$ cat src/rtl/axi_write_sched_pkg.sv
// Shared types for the write-request scheduler: issue FSM states and the
// buffered command record.
package axi_write_sched_pkg;

  // id is sized for the largest supported requester count (8)
  localparam int ID_W = 3;

  typedef enum logic [1:0] {IDLE, ISSUE, GAP} sched_state_e;

  typedef struct packed {
    logic [ID_W-1:0] id;
    logic [31:0]     addr;
    logic [31:0]     data;
  } cmd_t;

endpackage

$ cat src/rtl/adam_seq_if.sv
// Clock/reset bundle shared by sequential blocks; reset is async active-high.
interface ADAM_SEQ;
  logic clk;
  logic rst;

  modport Master (output clk, output rst);
  modport Slave  (input clk, input rst);
endinterface

$ cat src/rtl/axi_write_sched_cmd_fifo.sv
// DEPTH-entry synchronous command FIFO; head entry stays visible until popped.
module sched_cmd_fifo
  import axi_write_sched_pkg::*;
#(
  parameter  int DEPTH = 4,
  localparam int AW    = $clog2(DEPTH),
  localparam int LW    = $clog2(DEPTH + 1)
) (
  input  logic          clk_i,
  input  logic          rst_i,
  input  logic          push_i,
  input  cmd_t          din_i,
  input  logic          pop_i,
  output cmd_t          dout_o,
  output logic          full_o,
  output logic          empty_o,
  output logic [LW-1:0] level_o
);

  cmd_t          mem_q [DEPTH];
  logic [AW-1:0] wr_q, rd_q;
  logic [LW-1:0] cnt_q;
  logic          do_push, do_pop;

  assign full_o  = (cnt_q == LW'(DEPTH));
  assign empty_o = (cnt_q == '0);
  assign do_push = push_i && !full_o;
  assign do_pop  = pop_i && !empty_o;
  assign level_o = cnt_q;
  assign dout_o  = mem_q[rd_q];

  // DEPTH is a power of two, so pointers wrap on their own
  always_ff @(posedge clk_i or posedge rst_i) begin
    if (rst_i) begin
      wr_q  <= '0;
      rd_q  <= '0;
      cnt_q <= '0;
    end else begin
      if (do_push) wr_q <= wr_q + 1'b1;
      if (do_pop)  rd_q <= rd_q + 1'b1;
      cnt_q <= cnt_q + LW'(do_push) - LW'(do_pop);
    end
  end

  always_ff @(posedge clk_i) begin
    if (do_push) mem_q[wr_q] <= din_i;
  end

endmodule

$ cat src/rtl/axi_write_sched.sv
// Arbitrates NREQ write requesters into a command FIFO and issues the head
// command to the single-write engine, reporting done or timeout per requester.
module axi_write_sched
  import axi_write_sched_pkg::*;
#(
  parameter  int NREQ    = 4,
  parameter  int DEPTH   = 4,
  parameter  int TIMEOUT = 255,
  parameter  int PRIO0   = 1,
  localparam int IW      = $clog2(NREQ),
  localparam int LW      = $clog2(DEPTH + 1)
) (
  ADAM_SEQ.Slave                 seq_port,
  input  logic [NREQ-1:0]        req_i,
  input  logic [NREQ-1:0][31:0]  addr_i,
  input  logic [NREQ-1:0][31:0]  data_i,
  output logic [NREQ-1:0]        grant_o,
  output logic [NREQ-1:0]        done_o,
  output logic [NREQ-1:0]        err_o,
  output logic [31:0]            wr_addr_o,
  output logic [31:0]            wr_data_o,
  output logic                   wr_req_o,
  input  logic                   wr_ack_i,
  output logic                   busy_o,
  output logic [LW-1:0]          level_o
);

  sched_state_e    state_q, state_d;
  logic [15:0]     timer_q, timer_d;
  logic [IW-1:0]   rr_q, rr_d, id_q, id_d, gnt_idx, cand;
  logic            wr_req_q, wr_req_d, gnt_vld, pop;
  logic [31:0]     addr_q, addr_d, data_q, data_d;
  logic [NREQ-1:0] done_q, done_d, err_q, err_d;
  logic            fifo_full, fifo_empty;
  cmd_t            push_cmd, head;

  // Arbiter: grant only while there is room; no bypass around the FIFO
  always_comb begin
    grant_o = '0;
    gnt_vld = 1'b0;
    gnt_idx = rr_q;
    cand    = rr_q;
    if (!fifo_full) begin
      if (PRIO0 != 0 && req_i[0]) begin
        gnt_vld = 1'b1;
        gnt_idx = '0;
      end else begin
        for (int k = 1; k <= NREQ; k++) begin
          cand = IW'((int'(rr_q) + k) % NREQ);
          if (!gnt_vld && req_i[cand]) begin
            gnt_vld = 1'b1;
            gnt_idx = cand;
          end
        end
      end
      if (gnt_vld) grant_o[gnt_idx] = 1'b1;
    end
  end

  assign rr_d          = gnt_vld ? gnt_idx : rr_q;
  assign push_cmd.id   = ID_W'(gnt_idx);
  assign push_cmd.addr = addr_i[gnt_idx];
  assign push_cmd.data = data_i[gnt_idx];

  sched_cmd_fifo #(.DEPTH(DEPTH)) u_fifo (
    .clk_i   (seq_port.clk),
    .rst_i   (seq_port.rst),
    .push_i  (gnt_vld),
    .din_i   (push_cmd),
    .pop_i   (pop),
    .dout_o  (head),
    .full_o  (fifo_full),
    .empty_o (fifo_empty),
    .level_o (level_o)
  );

  // Head stays in the FIFO while in flight; it is popped on ack or abort
  always_comb begin
    state_d  = state_q;
    timer_d  = timer_q;
    wr_req_d = wr_req_q;
    addr_d   = addr_q;
    data_d   = data_q;
    id_d     = id_q;
    done_d   = '0;
    err_d    = '0;
    pop      = 1'b0;
    case (state_q)
      IDLE: if (!fifo_empty) begin
        addr_d   = head.addr;
        data_d   = head.data;
        id_d     = IW'(head.id);
        wr_req_d = 1'b1;
        timer_d  = '0;
        state_d  = ISSUE;
      end
      ISSUE: if (wr_ack_i) begin
        wr_req_d     = 1'b0;
        pop          = 1'b1;
        done_d[id_q] = 1'b1;
        state_d      = GAP;
      end else if (timer_q == 16'(TIMEOUT - 1)) begin
        wr_req_d    = 1'b0;
        pop         = 1'b1;
        err_d[id_q] = 1'b1;
        state_d     = GAP;
      end else begin
        timer_d = timer_q + 16'd1;
      end
      GAP:     state_d = IDLE;
      default: state_d = IDLE;
    endcase
  end

  always_ff @(posedge seq_port.clk or posedge seq_port.rst) begin
    if (seq_port.rst) begin
      state_q  <= IDLE;
      timer_q  <= '0;
      rr_q     <= IW'(NREQ - 1);
      wr_req_q <= 1'b0;
      addr_q   <= '0;
      data_q   <= '0;
      id_q     <= '0;
      done_q   <= '0;
      err_q    <= '0;
    end else begin
      state_q  <= state_d;
      timer_q  <= timer_d;
      rr_q     <= rr_d;
      wr_req_q <= wr_req_d;
      addr_q   <= addr_d;
      data_q   <= data_d;
      id_q     <= id_d;
      done_q   <= done_d;
      err_q    <= err_d;
    end
  end

  assign wr_req_o  = wr_req_q;
  assign wr_addr_o = addr_q;
  assign wr_data_o = data_q;
  assign done_o    = done_q;
  assign err_o     = err_q;
  assign busy_o    = !fifo_empty || (state_q != IDLE);

endmodule
$ cat src/flat_wrapper.sv
// flat-port wrapper written by rule: the top's interface ports become plain ports
module axi_write_sched_flat import axi_write_sched_pkg::*;
#(
  parameter  int NREQ    = 4,
  parameter  int DEPTH   = 4,
  parameter  int TIMEOUT = 255,
  parameter  int PRIO0   = 1,
  localparam int IW      = $clog2(NREQ),
  localparam int LW      = $clog2(DEPTH + 1)
)
  (req_i, addr_i, data_i, grant_o, done_o, err_o, wr_addr_o, wr_data_o, wr_req_o, wr_ack_i, busy_o, level_o, seq_port_clk, seq_port_rst);
  ADAM_SEQ seq_port_i ();
  input  logic [NREQ-1:0] req_i;
  input  logic [NREQ-1:0][31:0] addr_i;
  input  logic [NREQ-1:0][31:0] data_i;
  output logic [NREQ-1:0] grant_o;
  output logic [NREQ-1:0] done_o;
  output logic [NREQ-1:0] err_o;
  output logic [31:0] wr_addr_o;
  output logic [31:0] wr_data_o;
  output logic wr_req_o;
  input  logic wr_ack_i;
  output logic busy_o;
  output logic [LW-1:0] level_o;
  input wire logic [$bits(seq_port_i.clk)-1:0] seq_port_clk;
  input wire logic [$bits(seq_port_i.rst)-1:0] seq_port_rst;
  assign seq_port_i.clk = seq_port_clk;
  assign seq_port_i.rst = seq_port_rst;
  axi_write_sched #(.NREQ(NREQ), .DEPTH(DEPTH), .TIMEOUT(TIMEOUT), .PRIO0(PRIO0)) u_core (.seq_port(seq_port_i), .req_i(req_i), .addr_i(addr_i), .data_i(data_i), .grant_o(grant_o), .done_o(done_o), .err_o(err_o), .wr_addr_o(wr_addr_o), .wr_data_o(wr_data_o), .wr_req_o(wr_req_o), .wr_ack_i(wr_ack_i), .busy_o(busy_o), .level_o(level_o));
endmodule
$ cat config.mk
export PLATFORM = sky130hd
export DESIGN_NAME = axi_write_sched_flat
export DESIGN_NICKNAME = d
export VERILOG_FILES = /design/src/rtl/axi_write_sched_pkg.sv /design/src/rtl/adam_seq_if.sv /design/src/rtl/axi_write_sched_cmd_fifo.sv /design/src/rtl/axi_write_sched.sv /design/src/flat_wrapper.sv
export SDC_FILE = /design/constraint.sdc
export NUM_CORES = 1
export LEC_CHECK = 0
export CORE_AREA = 3 3 182 184
export CTS_BUF_LIST = sky130_fd_sc_hd__clkbuf_4 sky130_fd_sc_hd__clkbuf_8 sky130_fd_sc_hd__clkbuf_16
export DETAILED_ROUTE_END_ITERATION = 12
export DIE_AREA = 0 0 185 187
export GPL_TIMING_DRIVEN = 0
export HOLD_SLACK_MARGIN = 0.05
export MAX_ROUTING_LAYER = met4
export PLACE_DENSITY_LB_ADDON = 0.05
export REMOVE_ABC_BUFFERS = 1
export SLEW_MARGIN = 30
export SYNTH_ARGS = -nofsm -noshare
export SYNTH_HDL_FRONTEND = slang
export SYNTH_HIERARCHICAL = 1
export SYNTH_SLANG_ARGS = --single-unit
$ cat constraint.sdc
create_clock -name seq_port_clk -period 3.75 [get_ports seq_port_clk]
set_input_delay 0.75 -clock seq_port_clk [delete_from_list [all_inputs] [get_ports seq_port_clk]]
set_output_delay 0.75 -clock seq_port_clk [all_outputs]
set_load 0.05 [all_outputs]
==> results.json, run 1 <==
{
  "drc_errors": 0,
  "postCtsSetupRepairBufs": 0,
  "fmax_ghz": 0.277,
  "final.min_clock_period_ns": 3.61,
  "wl_um": 35100,
  "peakVddDrop_uv": 441,
  "cts_tree": "done",
  "gp_congestion": 0.746,
  "end_kind": "output port",
  "p_seq_frac": 0.375,
  "synthCells": 1031,
  "slew-limit-headroom": 0.601,
  "powerDensity_nw_per_um2": 912,
  "worstPathCellList": "clkdlybuf4s50_1 -> nand3b_1 -> a311oi_2 -> o2111a_1 -> clkdlybuf4s50_1",
  "avgSynthCellArea_um2": 15.5,
  "drt_iter0_markers": 464,
  "hold_start": "u_core/wr_addr_o[7]",
  "p_sw_uw": 7110,
  "max_cap_violations": 0,
  "io_pins": 344,
  "drv_slew": 0,
  "r2r-end": "u_core/u_fifo/mem_q[0][42]",
  "clockBufferDepth": 3,
  "internal_power_uw": 12600,
  "clockPowerShare": 0.190,
  "min_to": "u_core/wr_addr_o[7]",
  "hold_class": "reg -> reg",
  "grt_use_total": 0.211,
  "h-tree-depth": 2,
  "crit_buf_inv": 2,
  "fillers": 2211,
  "outcome": "complete, no violations",
  "cpLargestDelayFamily": "buffers and inverters",
  "drt-pass1-iter-count": 4,
  "crit_slowest_cell": "clkdlybuf4s50_1",
  "place_ws_ns": -0.147,
  "power_leakage_uw": 0.00857,
  "n_antenna_cell": 0,
  "vias_per_cell": 5.38,
  "die_w_um": 185,
  "finalCritPeriodShare": 0.963,
  "worst_slew_pin_slew_ns": 0.596,
  "place_area_um2": 20300,
  "fin_nets": 1665,
  "clkSlewWorstSetupHoldPaths_ns": 0.06,
  "hold_viol_final": 0,
  "yosys_warnings": 6,
  "routed-via-count": 9804,
  "cp_common_cell": "clkdlybuf4s50_1",
  "dpl.hpwl_um": 23600,
  "cts_root_buffer": "clkbuf_16",
  "rsz0062_at_grt": "no",
  "core_area_um2": 31600,
  "wl_per_cell_um": 19.3,
  "cts_buffers": 38,
  "start_util": 0.506,
  "power_frac_comb": 0.435,
  "grt_pass1_wl_um": 56000,
  "r2r-start": "u_core/u_fifo/level_o[2]",
  "setup-violations-final": 0,
  "overflow": 0,
  "required_ns": 3.00,
  "drive_gt1_frac": 0.132,
  "min_path_cells": 2,
  "cts.sink_count": 366,
  "cp.arrival_ns": 2.86,
  "cp_slowest_stage_delay_ns": 0.80,
  "rr_worst_depth": 10,
  "setup_ws_ns": 0.139,
  "ctsHoldBuffers": 0,
  "row_count": 65,
  "total_power_uw": 19700,
  "path_max_fanout": 5,
  "fp.dieH_um": 187,
  "cts-resized-gates": 1,
  "grt_antenna_before_repair": 0,
  "path_depth": 5,
  "synthToLayoutAreaGrowth_pct": 35.3,
  "portBuffers": 343,
  "grt_max_degree": 66,
  "switching_share": 0.361,
  "final.setup_skew_ns": 0.0111,
  "grt_pass1_vias": 10369,
  "dieArea_um2": 34600,
  "crit_type": "in -> out",
  "regToRegSetupSlack_ns": 0.56,
  "final_area_um2": 21600,
  "syn_area_um2": 16000,
  "startpoint_type": "input port",
  "ant_nets": 0,
  "clk_latency_ns": 0.51
}
==> layer usage <==
layer	wire (um)	up-vias	track usage
met5	0	-	-
met4	709	0	0.0473
met3	2080	46	0.0447
met2	18500	270	0.364
met1	13800	4917	0.257
li1	-	4571	-
==> worst register-to-register path, delay by kind of cell (launching register included) <==
| family | cells | cell delay, ns |
|---|---|---|
| buf+inv | 5 | 0.97 |
| simple gates | 1 | 0.58 |
| flops | 1 | 0.53 |
| mux | 2 | 0.49 |
| compound gates | 2 | 0.37 |
==> state kept, by name, indices dropped and copies added (netlist names) <==
name,count
u_core/state_q,2
u_core/u_fifo/wr_q,2
u_core/u_fifo/rd_q,2
u_core/err_o,4
u_core/u_fifo/mem_q,264
u_core/wr_addr_o,32
u_core/wr_req_o,1
u_core/u_fifo/level_o,3
u_core/id_q,2
u_core/rr_q,2
u_core/timer_q,16
u_core/done_o,4
u_core/wr_data_o,32
==> cells in the final DEF (no fill, tap or decap), types with 4 or more instances in the layout <==
master	n
clkdlybuf4s50_1	342
edfxtp_1	264
nand2_1	207
mux2i_1	192
dfrtp_1	98
mux4_2	66
clkbuf_16	39
nor2_1	24
inv_1	15
buf_16	12
clkbuf_4	11
buf_4	10
buf_12	10
clkbuf_8	8
nand4_1	8
nand2b_1	8
xor2_1	8
ha_1	8
xnor2_1	7
nand3_1	6
nor3_1	5
clkinv_1	4
a21oi_1	4
and3b_4	4
==> worst max path at each step <==
stage                             start                          to
6_report                       req_i[3]                  grant_o[3]
5_1_grt                        req_i[3]                  grant_o[3]
4_1_cts                        req_i[1]                  grant_o[1]
3_5_place_dp                   req_i[0]                  grant_o[3]
3_3_place_gp                   req_i[0]  u_core/u_fifo/mem_q[0][63]
2_1_floorplan  u_core/u_fifo/level_o[1]  u_core/u_fifo/mem_q[0][64]
==> through the flow <==
stage	utilization	TNS (ns)	std cells	hold slack (ns)
2_1_floorplan	-	-1854.30	977	0.472
3_3_place_gp	0.621	-3603.13	1722	0.457
3_5_place_dp	0.643	-0.398	1755	0.461
4_1_cts	0.684	0	1824	0.476
5_1_grt	0.684	0	1824	0.494
6_report	0.684	0	1824	0.469
==> power by group through the flow <==
stage | combinational, uW | clock [uW] | sequential (uW)
after floorplan | 4070 | 0 | 8580
after detailed placement | 8670 | 0 | 7450
final | 8570 | 3740 | 7380
after CTS | 8720 | 3840 | 7400
after global routing | 9240 | 4020 | 7570
after global placement | 7310 | 0 | 7530
==> cell type report <==
type                            instances  area (um2)  area share
Clock buffer                           58        1170      0.0541
Clock inverter                         11         110     0.00510
Inverter                               16        67.6     0.00313
Multi-Input combinational cell        595        5200       0.241
Sequential cell                       366       10500       0.486
Tap cell                              402         503      0.0233
Timing Repair Buffer                  376        4060       0.188
No activity file was read; power rests on OpenSTA's default activity.
==> run 2: changes to the inputs <==
- CORE_AREA: 3 3 182 184 -> 3 3 176 178
- DIE_AREA: 0 0 185 187 -> 0 0 179 181
- DONT_BUFFER_PORTS: not set -> 1
==> run 2 against run 1 <==
Sequential power up 19%. Utilization down 7.0 points. Routed wire length down 10%. Critical path type is now reg -> reg. Non-clock buffer count down 343. Clock skew up 0.0058 ns. Largest power group is now sequential cells. Die area down 6.3%. Sequential cell count unchanged.
==> results.json, run 2 (synthesized netlist as in run 1, its figures left out) <==
{
  "outcome": "complete, no violations",
  "dpl.hpwl_um": 21000,
  "crit_type": "reg -> reg",
  "fin_nets": 1323,
  "placed_cells": 1399,
  "grt_max_degree": 70,
  "peakVddDrop_uv": 477,
  "slew-limit-headroom": 0.369,
  "finalCritPeriodShare": 0.922,
  "final.min_clock_period_ns": 3.46,
  "synthToLayoutAreaGrowth_pct": 13.7,
  "cts_root_buffer": "clkbuf_16",
  "power_leakage_uw": 0.00722,
  "worstPathCellList": "nor3b_4 -> o21bai_1 -> o21ai_4 -> buf_16 -> buf_16 -> buf_16 -> buf_16 -> buf_16 -> mux2i_1 -> mux2i_1",
  "crit_buf_inv": 5,
  "total_power_uw": 18500,
  "cts_tree": "done",
  "cp_slowest_stage_delay_ns": 0.78,
  "drt-pass1-iter-count": 4,
  "rsz0062_at_grt": "no",
  "die_w_um": 179,
  "worst_slew_pin_slew_ns": 0.945,
  "max_cap_violations": 0,
  "hold_viol_final": 0,
  "path_max_fanout": 18,
  "cts.sink_count": 366,
  "ant_nets": 0,
  "routed-via-count": 8376,
  "clkSlewWorstSetupHoldPaths_ns": 0.06,
  "core_area_um2": 29600,
  "setup_ws_ns": 0.294,
  "vias_per_cell": 5.69,
  "cts_buffers": 39,
  "wl_um": 31500,
  "instances_no_fill": 1471,
  "fp.dieH_um": 181,
  "drv_slew": 0,
  "setup-violations-final": 0,
  "grt_use_total": 0.202,
  "largest_register": "u_core/u_fifo/mem_q",
  "drt_iter0_markers": 382,
  "drc_errors": 0,
  "row_count": 63,
  "largest_reg_flops": 264,
  "regToRegSetupSlack_ns": 0.29,
  "grt_pass1_vias": 8831,
  "cp.arrival_ns": 3.72,
  "fillers": 2263,
  "fmax_ghz": 0.289,
  "multi_input_area_um2": 5200,
  "wl_per_cell_um": 21.4,
  "place_ws_ns": 0.105,
  "clockBufferDepth": 3,
  "layout_commonest_cell": "edfxtp_1",
  "crit_slowest_cell": "dfrtp_1",
  "dieArea_um2": 32400,
  "gp_congestion": 0.734,
  "grt_pass1_wl_um": 49200,
  "holdWs_ns": 0.0676,
  "portBuffers": 0,
  "startpoint_type": "register",
  "rr_worst_depth": 10,
  "start_util": 0.540,
  "ff_latch_area_um2": 10500,
  "grt_antenna_before_repair": 1,
  "clk_latency_ns": 0.51,
  "required_ns": 4.01,
  "path_depth": 10,
  "h-tree-depth": 2,
  "powerDensity_nw_per_um2": 1020,
  "final_area_um2": 18100,
  "final_cell_mix": "edfxtp_1 (264), nand2_1 (207), mux2i_1 (192)",
  "postCtsSetupRepairBufs": 0,
  "cpLargestDelayFamily": "buffers and inverters",
  "cp_common_cell": "buf_16",
  "end_kind": "register",
  "drive_gt1_frac": 0.172,
  "final.setup_skew_ns": 0.0169,
  "io_pins": 344,
  "overflow": 0,
  "place_area_um2": 16800,
  "hold_class": "in -> async"
}
run 2: changes by cell type in the layout (fill, tap and decap cells not counted), moves of 3 or more:
cell,delta
buf_4,-3
buf_6,+3
clkbuf_4,-3
clkdlybuf4s50_1,-342
clkinv_2,+4
run 2: final timing paths:
check	from	to
setup / recovery	u_core/u_fifo/level_o[2]	u_core/u_fifo/mem_q[1][63]
hold / removal	seq_port_rst	u_core/u_fifo/level_o[0]
setup reg to reg	u_core/u_fifo/level_o[2]	u_core/u_fifo/mem_q[1][63]
hold reg to reg	u_core/id_q[0]	u_core/done_o[0]
max in group asynchronous	seq_port_rst	u_core/timer_q[6]
min in group seq_port_clk	wr_ack_i	u_core/state_q[1]
run 2: worst reg2reg max path: cells and delay by family (launching register included):
family	cells	cell delay (ns)
buffers and inverters	5	0.94
DFF	1	0.78
and+or+nand+nor	1	0.59
muxes	2	0.45
AOI/OAI and AO/OA	2	0.43
run 2: layout make-up:
cell class                      count  area share
Clock buffer                       56      0.0652
Antenna cell                        1    0.000138
Multi-Input combinational cell    595       0.287
Sequential cell                   366       0.578
Clock inverter                     14     0.00496
Inverter                           16     0.00372
Tap cell                          390      0.0269
Timing Repair Buffer               33      0.0345
run 2: through the flow:
stage | util | TNS [ns]
after detailed placement | 0.570 | 0
after CTS | 0.614 | 0
after global placement | 0.547 | -3277.74
after floorplan | - | -1854.30
final | 0.614 | 0
after global routing | 0.614 | 0
run 2: power by group:
group	switching [uW]	total [uW]	leakage, uW	internal [uW]
registers	2160	8800	0.00373	6650
logic	3250	6020	0.00286	2770
clock network	1450	3700	0.000640	2250
total	6850	18500	0.00722	11700
run 2: metal layers:
layer	routed length (um)	global-route usage
met1	12600	0.249
met3	2090	0.0481
met5	0	-
met2	16300	0.341
met4	528	0.0430
run 2: what timing repair did:
action                     CTS  global route
hold endpoints to repair    18             0
hold buffers                 1             0
setup endpoints to repair    1            51
gates resized for setup      1             2
